--- config.mk ---
export PLATFORM = sky130hd
export DESIGN_NAME = rr_packet_mux
export DESIGN_NICKNAME = d
export VERILOG_FILES = /design/src/rtl/rr_packet_mux.sv
export SDC_FILE = /design/constraint.sdc
export NUM_CORES = 1
export LEC_CHECK = 0
export ABC_AREA = 1
export CORE_ASPECT_RATIO = 1.2
export CORE_MARGIN = 2
export CORE_UTILIZATION = 35
export CTS_BUF_LIST = sky130_fd_sc_hd__clkbuf_8
export DETAILED_ROUTE_END_ITERATION = 8
export PLACE_DENSITY = 0.85
export SYNTH_ARGS = -nofsm -noshare
export SYNTH_HDL_FRONTEND = slang
export SYNTH_SLANG_ARGS = --single-unit
--- constraint.sdc ---
create_clock -name clk -period 2.1 [get_ports clk]
set_clock_uncertainty 0.1 [all_clocks]
set_input_delay 0.42 -clock clk [delete_from_list [all_inputs] [get_ports clk]]
set_output_delay 0.42 -clock clk [all_outputs]
set_load 0.1 [all_outputs]
--- src/rtl/rr_packet_mux.sv ---
// -----------------------------------------------------------------------------
// rr_packet_mux
//
// Purpose:
//   Packet-level multiplexer that sits downstream of a round-robin arbiter.
//   While idle, it presents the per-channel valid lines to the arbiter as
//   requests. When the arbiter returns a grant for a valid channel, the mux
//   locks onto that channel. It then forwards every beat of that channel's
//   packet through a single registered valid/ready stage until the last beat
//   is accepted. Packets from different channels therefore never interleave.
//
// Optional feature (macro RR_PACKET_MUX_WDOG_EN):
//   Adds a stall watchdog and the wdog_err output. The watchdog counts LOCK
//   cycles in which the owner channel is not valid. When the count reaches
//   WDOG_LIMIT, the lock is abandoned and wdog_err pulses for one cycle.
//   Without the macro, LOCK persists until a last beat transfers.
//
// Parameters:
//   SIZE        number of input channels (>= 2, must match the arbiter)
//   DATA_W      data width per beat
//   WDOG_LIMIT  stall limit in cycles (only used with the watchdog)
//
// Ports:
//   clk        clock
//   rst_n      asynchronous active-low reset
//   in_valid   per-channel beat valid
//   in_data    per-channel beat data, channel i at [i*DATA_W +: DATA_W]
//   in_last    per-channel last-beat-of-packet flag
//   in_ready   per-channel beat accept (only the owner, only in LOCK)
//   req        request vector to the arbiter (in_valid while idle)
//   gnt        one-hot grant from the arbiter (combinational from req)
//   out_valid  registered output beat valid
//   out_data   registered output beat data
//   out_last   registered output last flag
//   out_ready  consumer accept
//   busy       high while locked to a channel
//   owner      index of the locked channel, 0 when idle
//   wdog_err   one-cycle watchdog pulse (RR_PACKET_MUX_WDOG_EN only)
// -----------------------------------------------------------------------------
module rr_packet_mux #(
  parameter int SIZE       = 4,
  parameter int DATA_W     = 32,
  parameter int WDOG_LIMIT = 255
) (
  input  logic                      clk,
  input  logic                      rst_n,
  input  logic [SIZE-1:0]           in_valid,
  input  logic [SIZE*DATA_W-1:0]    in_data,
  input  logic [SIZE-1:0]           in_last,
  output logic [SIZE-1:0]           in_ready,
  output logic [SIZE-1:0]           req,
  input  logic [SIZE-1:0]           gnt,
  output logic                      out_valid,
  output logic [DATA_W-1:0]         out_data,
  output logic                      out_last,
  input  logic                      out_ready,
  output logic                      busy,
  output logic [$clog2(SIZE)-1:0]   owner
`ifdef RR_PACKET_MUX_WDOG_EN
  ,
  output logic                      wdog_err
`endif
);

  localparam int OW = $clog2(SIZE);

  typedef enum logic [0:0] {
    ST_IDLE = 1'b0,
    ST_LOCK = 1'b1
  } state_e;

  // Index of the lowest set bit. A multi-hot grant still resolves to a
  // single, deterministic owner.
  function automatic logic [OW-1:0] lowest_set(input logic [SIZE-1:0] vec);
    logic [OW-1:0] idx;
    idx = '0;
    for (int i = SIZE - 1; i >= 0; i--) begin
      if (vec[i]) begin
        idx = OW'(i);
      end else begin
        idx = idx;
      end
    end
    return idx;
  endfunction

  // ---------------------------------------------------------------------------
  // Declarations
  // ---------------------------------------------------------------------------
  state_e              state_q, state_d;
  logic [OW-1:0]       owner_q, owner_d;

  logic                out_valid_q;
  logic [DATA_W-1:0]   out_data_q;
  logic                out_last_q;

  logic [SIZE-1:0]     sel_s;
  logic                own_valid_s;
  logic                own_last_s;
  logic [DATA_W-1:0]   own_data_s;
  logic                accept_s;
  logic                xfer_s;
  logic                wdog_hit_s;

  logic [SIZE-1:0]     req_s;
  logic [SIZE-1:0]     in_ready_s;

  // Grant bits for channels that are not valid are ignored.
  assign sel_s = gnt & in_valid;

  // The output stage can take a new beat when it is empty or draining.
  assign accept_s = !out_valid_q || out_ready;

  // Route the owner channel's valid/last/data.
  always_comb begin
    own_valid_s = 1'b0;
    own_last_s  = 1'b0;
    own_data_s  = '0;
    for (int i = 0; i < SIZE; i++) begin
      if (owner_q == OW'(i)) begin
        own_valid_s = in_valid[i];
        own_last_s  = in_last[i];
        own_data_s  = in_data[i*DATA_W +: DATA_W];
      end else begin
        own_valid_s = own_valid_s;
        own_last_s  = own_last_s;
        own_data_s  = own_data_s;
      end
    end
  end

  assign xfer_s = (state_q == ST_LOCK) && own_valid_s && accept_s;

  // ---------------------------------------------------------------------------
  // Optional stall watchdog
  // ---------------------------------------------------------------------------
`ifdef RR_PACKET_MUX_WDOG_EN
  localparam int WCNT_W = ($clog2(WDOG_LIMIT + 1) > 8) ? $clog2(WDOG_LIMIT + 1) : 8;

  logic [WCNT_W-1:0] wdog_cnt_q, wdog_cnt_d;
  logic              wdog_err_q;
  logic              stall_s;

  assign stall_s = (state_q == ST_LOCK) && !own_valid_s;

  // The hit fires on the stall cycle that would take the count to the limit.
  // As a result, the state drop and the error pulse become visible after exactly
  // WDOG_LIMIT stalled cycles.
  assign wdog_hit_s = stall_s && (wdog_cnt_q == WCNT_W'(WDOG_LIMIT - 1));

  // Stall counter next value. It is held at zero outside LOCK, so every entry
  // to LOCK starts from zero.
  always_comb begin
    wdog_cnt_d = wdog_cnt_q;
    if (state_q != ST_LOCK) begin
      wdog_cnt_d = '0;
    end else if (xfer_s) begin
      wdog_cnt_d = '0;
    end else if (wdog_hit_s) begin
      wdog_cnt_d = '0;
    end else if (stall_s) begin
      wdog_cnt_d = wdog_cnt_q + WCNT_W'(1);
    end else begin
      wdog_cnt_d = wdog_cnt_q;
    end
  end

  // Stall counter and error pulse registers.
  always_ff @(posedge clk or negedge rst_n) begin
    if (!rst_n) begin
      wdog_cnt_q <= '0;
      wdog_err_q <= 1'b0;
    end else begin
      wdog_cnt_q <= wdog_cnt_d;
      wdog_err_q <= wdog_hit_s;
    end
  end

  assign wdog_err = wdog_err_q;
`else
  assign wdog_hit_s = 1'b0;
`endif

  // ---------------------------------------------------------------------------
  // FSM: state register
  // ---------------------------------------------------------------------------
  // State and locked-owner registers.
  always_ff @(posedge clk or negedge rst_n) begin
    if (!rst_n) begin
      state_q <= ST_IDLE;
      owner_q <= '0;
    end else begin
      state_q <= state_d;
      owner_q <= owner_d;
    end
  end

  // ---------------------------------------------------------------------------
  // FSM: next-state logic
  // ---------------------------------------------------------------------------
  // Lock on a valid grant and release after the last beat or a watchdog hit.
  // The owner is held at zero whenever the block is idle.
  always_comb begin
    state_d = state_q;
    owner_d = owner_q;
    case (state_q)
      ST_IDLE: begin
        if (sel_s != '0) begin
          state_d = ST_LOCK;
          owner_d = lowest_set(sel_s);
        end else begin
          state_d = ST_IDLE;
          owner_d = '0;
        end
      end
      ST_LOCK: begin
        if (wdog_hit_s) begin
          state_d = ST_IDLE;
          owner_d = '0;
        end else if (xfer_s && own_last_s) begin
          state_d = ST_IDLE;
          owner_d = '0;
        end else begin
          state_d = ST_LOCK;
          owner_d = owner_q;
        end
      end
      default: begin
        state_d = ST_IDLE;
        owner_d = '0;
      end
    endcase
  end

  // ---------------------------------------------------------------------------
  // FSM: output logic
  // ---------------------------------------------------------------------------
  // Drive arbiter requests while idle, and drive only the owner's ready while locked.
  always_comb begin
    req_s      = '0;
    in_ready_s = '0;
    case (state_q)
      ST_IDLE: begin
        req_s      = in_valid;
        in_ready_s = '0;
      end
      ST_LOCK: begin
        req_s = '0;
        for (int i = 0; i < SIZE; i++) begin
          if (owner_q == OW'(i)) begin
            in_ready_s[i] = accept_s;
          end else begin
            in_ready_s[i] = 1'b0;
          end
        end
      end
      default: begin
        req_s      = '0;
        in_ready_s = '0;
      end
    endcase
  end

  // ---------------------------------------------------------------------------
  // Output register stage
  // ---------------------------------------------------------------------------
  // Load on a transfer, and clear valid when the consumer drains the stage with
  // nothing new behind it. Data holds while stalled.
  always_ff @(posedge clk or negedge rst_n) begin
    if (!rst_n) begin
      out_valid_q <= 1'b0;
      out_data_q  <= '0;
      out_last_q  <= 1'b0;
    end else if (xfer_s) begin
      out_valid_q <= 1'b1;
      out_data_q  <= own_data_s;
      out_last_q  <= own_last_s;
    end else if (out_valid_q && out_ready) begin
      out_valid_q <= 1'b0;
      out_data_q  <= out_data_q;
      out_last_q  <= out_last_q;
    end else begin
      out_valid_q <= out_valid_q;
      out_data_q  <= out_data_q;
      out_last_q  <= out_last_q;
    end
  end

  assign out_valid = out_valid_q;
  assign out_data  = out_data_q;
  assign out_last  = out_last_q;
  assign busy      = (state_q == ST_LOCK);
  assign owner     = owner_q;
  assign req       = req_s;
  assign in_ready  = in_ready_s;

endmodule

After elaboration in Yosys (flattened, before gate mapping)
Index checks and enable logic that the tools add are counted. W data, S select, Z words.

Register bits: 37.

Equality and inequality tests: 4. Multiplexer cells: 30. Bitwise gates (word level): 2. Reduce and logical (&&, ||, !) cells: 9.

Operators by type and width (count): $mux W32 (4); $mux W1 (16); $pmux W4 S2 (2); $mux W2 (6); $and A4 B4 Y4 (1); $eq A2 B2 Y1 const B (2); $logic_and A1 B1 Y1 (4); $pmux W2 S2 (1); $reduce_bool A4 Y1 (1); $eq A2 B1 Y1 const B (1); $logic_not A2 Y1 (1); $ne A2 B1 Y1 const B (1); $pmux W1 S2 (1); $reduce_bool A2 Y1 (1); $logic_not A1 Y1 (1); $logic_or A1 B1 Y1 (1); $not A1 Y1 (1).

Longest topological paths before layout
Depth after elaboration: 10. Mapped depth: 11. Mapped depth without buffers: 9.

Worst setup path after synthesis
OpenSTA, ideal clock, no wires.

Path type: flip-flop to output port. From: reg state_q (netlist: busy). To: out in_ready[0]. Arrival time: 3342 ps. Setup slack: -1762 ps. Stages on the path, launching flop included: 4. Cell sequence: dfrtp_1 -> buf_2 -> nand2_1 -> nor3_1.

Longest elaborated chain between the ends: 2.

Ends and longest elaborated chain: start: declaration (line 90) `state_e state_q, state_d;`; start signal: assignment (line 193) `state_q <= state_d;`; $not A1 Y1; $pmux W4 S2 * (line 242) `case (state_q)`; end: declaration (line 50) `output logic [SIZE-1:0] in_ready,`.

Mark *: on every way between the ends. The rest lies on a longest branch, timed or not.

Worst setup path in the final report
From: reg out_valid_q (netlist: out_valid). To: out in_ready[2].

Longest elaborated chain between the ends: 4.

Ends and longest elaborated chain: start: declaration (line 93) `logic out_valid_q;`; start signal: assignment (line 283) `out_valid_q <= out_valid_q;`; $logic_not A1 Y1 (line 112) `assign accept_s = !out_valid_q || out_ready;`; $logic_or A1 B1 Y1 (line 112); $mux W1 (line 250) `if (owner_q == OW'(i)) begin`; $pmux W4 S2 (line 242).

Every way passes these cells.

==> flow_metrics.env <==
export IMPL_htree_num_levels=2
export IMPL_grt_pass1_vias=3226
export IMPL_grt_ovfl_total=0
export IMPL_maxSlewViolCount=0
export IMPL_setup_ws_ns=0.106
export IMPL_io_pins=188
export IMPL_yosysWarnings=0
export IMPL_design_area_um2=4620
export IMPL_via_per_inst=4.93
export IMPL_syn_area_per_cell_um2=6.64
export IMPL_dp_cells=636
export IMPL_relSlewSlack_pct=47.6
export IMPL_synthToLayoutAreaGrowth_pct=86.7
export IMPL_antenna_found_initial=0
export IMPL_clk_latency_ns=0.28
export IMPL_cts_buffers_inserted=5
export IMPL_status="finished, final reports clean"
export IMPL_die_area_um2=7770
export IMPL_max_clock_freq_ghz=0.502
export IMPL_rsz0062_at_grt="false"
export IMPL_pre_cts_slack_ns=-0.00625
export IMPL_worstPathArrival_ns=1.47
export IMPL_dieHeight_um=96.1
export IMPL_grtUsageTotal_pct=23.2
export IMPL_final_cell_mix="204 x nand2_1, 140 x clkdlybuf4s50_1, 45 x buf_4"
export IMPL_power_density_nw_per_um2=1670
export IMPL_dr_total_vias=3172
export IMPL_start_util_pct=36.1
export IMPL_ys_seq_area_share_pct=37.4
export IMPL_port_buffers=187
export IMPL_ir_worst_vdd_uv=970
export IMPL_power_mw=7.72
export IMPL_maxCapViolations=0
export IMPL_crit_type="reg2out"
export IMPL_cts_tree="yes"
export IMPL_clk_pin_slew_ns=0.07
export IMPL_synth_area_leaders="dfrtp_1 37%, nand2_1 31%, nand4_1 8.8%"
export IMPL_yosysTopAreaCell="dfrtp_1"
export IMPL_fp_row_count=33
export IMPL_hold_ws_ns=0.119
export IMPL_postCtsSetupBuffers=0
export IMPL_synthCells=373
export IMPL_clockRootBuffer="clkbuf_8"
export IMPL_clock_path_buffers=2
export IMPL_placed_cell_area_um2=4530
export IMPL_synth_top_area_share_pct=37.4
export IMPL_startpoint_type="flop"
export IMPL_final_util_pct=67.5
export IMPL_ys_ff_latch=37
export IMPL_die_x_um=80.8
export IMPL_insertedDiodeCount=0
export IMPL_gp_congestion=0.803
export IMPL_routedWlPerCell_um=14.1
export IMPL_antenna_left=0
export IMPL_final_hold_viol_count=0
export IMPL_clkSinkCount=37
export IMPL_required_ns=1.58
export IMPL_layout_commonest_cell="nand2_1"
export IMPL_hp_class="in2async"
export IMPL_drt_total_wl_mm=9.06
export IMPL_final_setup_viol_count=0
export IMPL_dr_pass1_iters=4
export IMPL_grt_max_degree=36
export IMPL_holdBufCountCts=0
export IMPL_period_share_pct=94.9
export IMPL_end_kind="output pin"
export IMPL_core_area_um2=6850
export IMPL_hpwl_mm=7.16
export IMPL_grt_pass1_wl_mm=14.1
export IMPL_min_period_ns=1.99
export IMPL_critPathMaxFanout=4
export IMPL_finalNonFillerCells=644
export IMPL_drive_gt1_share_pct=17.4
export IMPL_ys_types=23
export IMPL_finalSetupTns_ns=0
export IMPL_drc_errors=0
export IMPL_nets=699
export IMPL_drt_iter0_drc=144
export IMPL_p_leak_nw=2.10
export IMPL_synthesis_nets=516
export IMPL_tightest_slew_ns=0.786
export IMPL_netlist_area_um2=2480
==> cell usage after synthesis <==
cell / number
nand4_1: 35
inv_1: 8
o21ai_0: 23
buf_4: 2
nand3_2: 1
nand2_4: 2
nand3_1: 8
nand2_2: 3
o21a_1: 1
nor2_8: 2
nor3_1: 3
nor2_1: 5
buf_2: 7
a21oi_4: 1
buf_6: 5
clkbuf_1: 10
nor2_4: 1
nand2_1: 205
dfrtp_1: 37
nor2_2: 2
inv_2: 1
inv_4: 1
o21ai_1: 10
==> critical path: stages (launching register included) <==
cell     delay [ns]
dfrtp_4        0.48
inv_2          0.08
nor2_4         0.04
inv_2          0.07
nand2_4        0.09
nor3_4         0.24
buf_12         0.21
==> cell families after synthesis <==
logic type | Yosys count | share of synthesized area (%)
buffers and inverters | 34 | 7.43
flip-flops | 37 | 37.4
AO/OA/AOI/OAI | 35 | 7.63
AND/OR/NAND/NOR | 267 | 47.5
==> where the power goes <==
part | switching, mW | internal [mW]
Sequential | 0.270 | 1.08
Clock | 0.255 | 0.229
Combinational | 4.29 | 1.59
Total | 4.82 | 2.90
==> state kept, by name, summed over array words and instances (netlist names) <==
| register | count |
|---|---|
| owner | 2 |
| out_data | 32 |
| busy | 1 |
| out_valid | 1 |
| out_last | 1 |
==> repair_timing <==
action | in CTS | in global routing
pin swaps | 1 | 1
endpoints found under the setup margin | 1 | 2
gates resized for setup | 0 | 1
gates cloned | 0 | 0
==> routing by layer <==
layer	vias to the layer above	routed length, µm	GRT usage [%]	share of wire, %
li1	1576	-	-	-
met1	1469	3430	24.4	38
met2	116	4940	45.9	54
met3	11	577	4.97	6.4
met4	0	116	6.07	1.3
met5	-	0	0	0
==> path summary, 6_finish.rpt <==
kind,from,to,slack (ns),cells after the start
worst min register to register,out_data[14],out_data[14],0.38,2
worst min-delay path,rst_n,out_valid,0.12,1
max in group asynchronous,rst_n,busy,1.20,1
worst max-delay path,out_valid,in_ready[2],0.11,6
min in group clk,out_data[14],out_data[14],0.38,2
worst max register to register,owner[1],out_data[28],0.34,9
==> area by class of cell <==
type,count,area [µm²]
Timing Repair Buffer,200,2020
Inverter,10,40.0
Clock buffer,5,68.8
Tap cell,87,109
Sequential cell,37,941
Multi-Input combinational cell,302,1430
Clock inverter,3,17.5
Fill cell,592,2230
No activity file was read; power rests on OpenSTA's default activity.
==> patch 1 (same settings) <==
Set the parameter `DATA_W` to 64 (it was 32).
--- a/src/rtl/rr_packet_mux.sv
+++ b/src/rtl/rr_packet_mux.sv
@@ -39,7 +39,7 @@
 // -----------------------------------------------------------------------------
 module rr_packet_mux #(
   parameter int SIZE       = 4,
-  parameter int DATA_W     = 32,
+  parameter int DATA_W     = 64,
   parameter int WDOG_LIMIT = 255
 ) (
   input  logic                      clk,
Ports: changed (resized in_data and out_data); port bits go from 188 to 348. The function was not compared with the original's and may differ.
==> patch 1 against the unedited design <==
- worst hold slack better by 0.27 ns
- register-to-register slack lost 0.08 ns
- sequential share of layout area rose by 1.3 points
- setup slack better by 0.0027 ns
- clock power up 110%
- routed wire length is 92% higher
- final area grew 74%
- die area grew 69%
- total power rose by 97%
- combinational power rose by 97%
- sequential cell count increased by 32
- maximum frequency grew 0.14%
- area after synthesis up 73%
==> patch 1: results (changes against the unedited design) <==
| Metric | Value |
|---|---|
| Cts bufs inserted | 9 (+4) |
| Reg2reg end | out_data[61]$_DFFE_PN0P_ |
| H-tree depth | 3 (+1) |
| Lkg Pwr | 3.575 nW (+70%) |
| Met3 GRT Util | 0.06830 (+0.01858) |
| DR iter-0 viols | 280 (+94%) |
| Sequential area share after synthesis | 0.4042 (+0.03029) |
| RePlAce Congestion | 0.8303 (+3.4%) |
| Met3 wire len | 1433 µm (+150%) |
| Syn Nets | 887 (+72%) |
| Slowest CP cell | clkdlybuf4s50_1 |
| Netlist cell types | 22 (-4.3%) |
| Met1 wire length | 6496 µm (+90%) |
| Gate Count Post-Synth | 616 (+65%) |
| Tot GR Track Use | 0.2685 (+0.03649) |
| Max reg flops | 64 (+100%) |
| Metal2 WL | 8903 µm (+80%) |
| Status | complete, no violations |
| Cells after DPL | 1090 (+71%) |
| Largest stage delay, worst path | 0.46 ns (-0.02 ns) |
| DR WL/cell | 15.73 µm (+12%) |
| First-pass GRT wire length | 27900 µm (+98%) |
| Vias in the first global route | 5452 (+69%) |
| Nets | 1212 (+73%) |
| Dominant cells by area after synthesis | dfrtp_1 40%, nand2_1 23%, nand3_1 8.6% |
| Vias after detailed routing | 5387 (+70%) |
| Slew headroom | 0.7012 (+0.2252) |
| Worst skew pair latency | 0.34 ns (+0.06 ns) |
| Placed inst area | 7846 µm² (+73%) |
| Post-DP HPWL | 13490 µm (+89%) |
| Global-route met2 utilization | 0.4824 (+0.02340) |
| I/O Buffers | 347 (+86%) |
| Pin count of the biggest net entering global routing | 75 (+110%) |
| Top cells by count, synth | 263 x nand2_1, 73 x nand3_1, 69 x dfrtp_1, 64 x a21oi_1, 50 x o21ai_1 |
| Routing usage on met1 | 0.2977 (+0.05327) |
[patch 1: what timing repair did]
action	CTS	global route
setup endpoints to repair	0	1
hold buffers	1	0
hold endpoints to repair	32	0
[patch 1: kinds of logic (layout without fill, tap and decap cells)]
group,Yosys count,after routing,synth area share
buffers and inverters,54,384,0.07587
flip-flops,69,69,0.4042
AND/OR/NAND/NOR,363,363,0.3538
AO/OA/AOI/OAI,130,130,0.1661
[patch 1: worst max-delay path by stage]
stage                                     start     endpoint  slack (ns)
after floorplan           out_valid$_DFFE_PN0P_  in_ready[0]       -0.14
after global placement                out_ready  in_ready[0]        0.05
after detailed placement              out_ready  in_ready[0]        0.04
after CTS                 out_valid$_DFFE_PN0P_  in_ready[0]        0.03
after global routing      out_valid$_DFFE_PN0P_  in_ready[1]        0.04
final                                 out_ready  in_ready[1]        0.11
[patch 1: power breakdown]
| part | switching (W) | total, W | leakage, nW | internal (W) |
|---|---|---|---|---|
| clock | 0.000474 | 0.00103 | 0.113 | 0.000560 |
| sequential | 0.000512 | 0.00255 | 0.853 | 0.00204 |
| combinational | 0.00852 | 0.0116 | 2.61 | 0.00313 |
[patch 1: cell type report]
type / instances / area (µm²)
timing repair buffer: 358 / 3576
fill: 1017 / 3959
multi-input combinational: 493 / 2297
sequential: 69 / 1742
tap: 161 / 201.4
clock buffer: 10 / 137.6
clock inverter: 6 / 48.80
inverter: 10 / 40.04
[patch 1: stage by stage]
step	power (W)	hold slack [ns]
2_1_floorplan	0.01134	0.02441
4_1_cts	0.01529	0.3917
3_3_place_gp	0.01402	0.2933
5_1_grt	0.01611	0.4115
6_report	0.01523	0.3875
3_5_place_dp	0.01422	0.3025
[patch 1: worst max-delay path: cells and delay by family]
kind                   cells  cell delay [ns]
and+or+nand+nor            3             0.32
buffers and inverters      3             0.73
==> patch 2 (same settings) <==
Made on the original files. Build with the macro `RR_PACKET_MUX_WDOG_EN` defined.
--- a/src/rtl/rr_packet_mux.sv
+++ b/src/rtl/rr_packet_mux.sv
@@ -37,6 +37,8 @@
 //   owner      index of the locked channel, 0 when idle
 //   wdog_err   one-cycle watchdog pulse (RR_PACKET_MUX_WDOG_EN only)
 // -----------------------------------------------------------------------------
+`define RR_PACKET_MUX_WDOG_EN
+
 module rr_packet_mux #(
   parameter int SIZE       = 4,
   parameter int DATA_W     = 32,
Behaviour (old outputs only; new: wdog_err): same outputs for any inputs over 10 cycles, from zero or initial values and one cycle with rst_n low; that may be too few to reach the edited logic, so the function may still have changed.
==> patch 2 against the unedited design <==
- total power grew 16%
- core utilization is 3.9 points lower
- worst hold slack worse by 0.11 ns
- sequential share of layout area grew 2.2 points
- routed wire length is 17% higher
- critical endpoint is now in_ready[0]
- critical path type unchanged
- non-clock buffer count rose by 4
- final area increased by 11%
- setup slack lost 0.030 ns
- largest cell class unchanged
- sequential cell count grew 9
- area after synthesis up 17%
- combinational power grew 16%
- global-route usage shrank 0.39 points
==> patch 2: results (changes against the unedited design) <==
| Metric | Value |
|---|---|
| Status | complete, no violations |
| Synth Area in Adders | 0.008602 (+0.008602) |
| Placed inst area | 5035 µm² (+11%) |
| DR iter-0 viols | 219 (+52%) |
| Netlist cell types | 21 (-8.7%) |
| Inverters excl. clock | 29 (+19) |
| Top cells by count, synth | 152 x nand2_1, 81 x nand3_1, 46 x dfrtp_1, 33 x a21oi_1 |
| Syn Nets | 579 (+12%) |
| Register Area | 1164 µm² (+24%) |
| Worst Setup Slack post-DPL | -0.08066 ns (-0.07441 ns) |
| Sw power | 0.005525 W (+15%) |
| Area grow syn2layout | 77.12% |
| Post-DP HPWL | 8420 µm (+18%) |
| Clock sinks | 46 (+24%) |
| Global-route met2 utilization | 0.4171 (-0.04191) |
| Vias/cell | 5.063 (+2.8%) |
| Nets | 765 (+9.4%) |
| Hold WS | 0.01034 ns (-0.1085 ns) |
| Post-synthesis compound-gate area fraction | 0.1204 (+0.04413) |
| Proportion of layout cells with a drive suffix above 1 | 0.1578 (-0.01634) |
| Lkg Pwr | 2.428 nW (+16%) |
| Tot GR Track Use | 0.2281 (-0.003914) |
| Cells after DPL | 706 (+11%) |
| Met1 wire length | 3998 µm (+17%) |
| Met3 wire len | 885 µm (+53%) |
| Non-clock buffering overhead | 0.3997 (-0.03655) |
| # fillers | 666 (+13%) |
| Reg2reg end | out_data[2]$_DFFE_PN0P_ |
| Reg2Reg Depth | 7 (-2) |
| DR WL/cell | 14.80 µm (+5.2%) |
| P_clk | 0.000544 W (+12%) |
| Multi-input combinational gate total | 334 (+11%) |
| Bufs w/o clock | 204 (+2.0%) |
| Dominant cells by area after synthesis | dfrtp_1 40%, nand2_1 20%, nand3_1 14% |
| Routing usage on met1 | 0.2600 (+0.01558) |
| Sequential area share after synthesis | 0.3957 (+0.02177) |
| Metal2 WL | 5546 µm (+12%) |
| Peak supply drop | 0.001530 V (+58%) |
| FF-to-FF setup slack | 0.28 ns (-0.06 ns) |
| CTS clk-pin slew, worst paths | 0.09 ns (+0.02 ns) |
| Multi-input logic area | 1597 µm² (+12%) |
| Slew headroom | 0.6012 (+0.1251) |
==> patch 2: cell types whose count changed in the layout (fill, tap and decap cells not counted), sizes merged, moves of 2 or more <==
cell / change
nand2: -58
nand4: -29
a21oi: +32
nor2: +4
inv: +18
o21ai: +4
buf: +4
xor2: +2
dfrtp: +9
nand3: +74
ha: +2
==> patch 2: timing repair <==
item                       CTS  global route
setup buffers                0             2
setup endpoints to repair    1             3
pin swaps                    2             2
resized for setup            0             5
hold buffers                 0             0
==> patch 2: worst max-delay path by stage <==
stage	to	slack [ns]	cells past startpoint
floorplan	in_ready[0]	-0.26	5
global placement	in_ready[0]	-0.001	6
detailed placement	wdog_cnt_q[2]$_DFFE_PN0P_	-0.08	10
CTS	in_ready[2]	0.03	6
global route	in_ready[0]	0.00001	6
finish	in_ready[0]	0.08	6
==> patch 2: critical path, stage by stage (launching register included) <==
cell and delay (ns):
dfrtp_2 0.42, inv_2 0.07, nor2_4 0.04, nor2_4 0.14
clkinv_4 0.11, nor3_4 0.21, buf_12 0.20
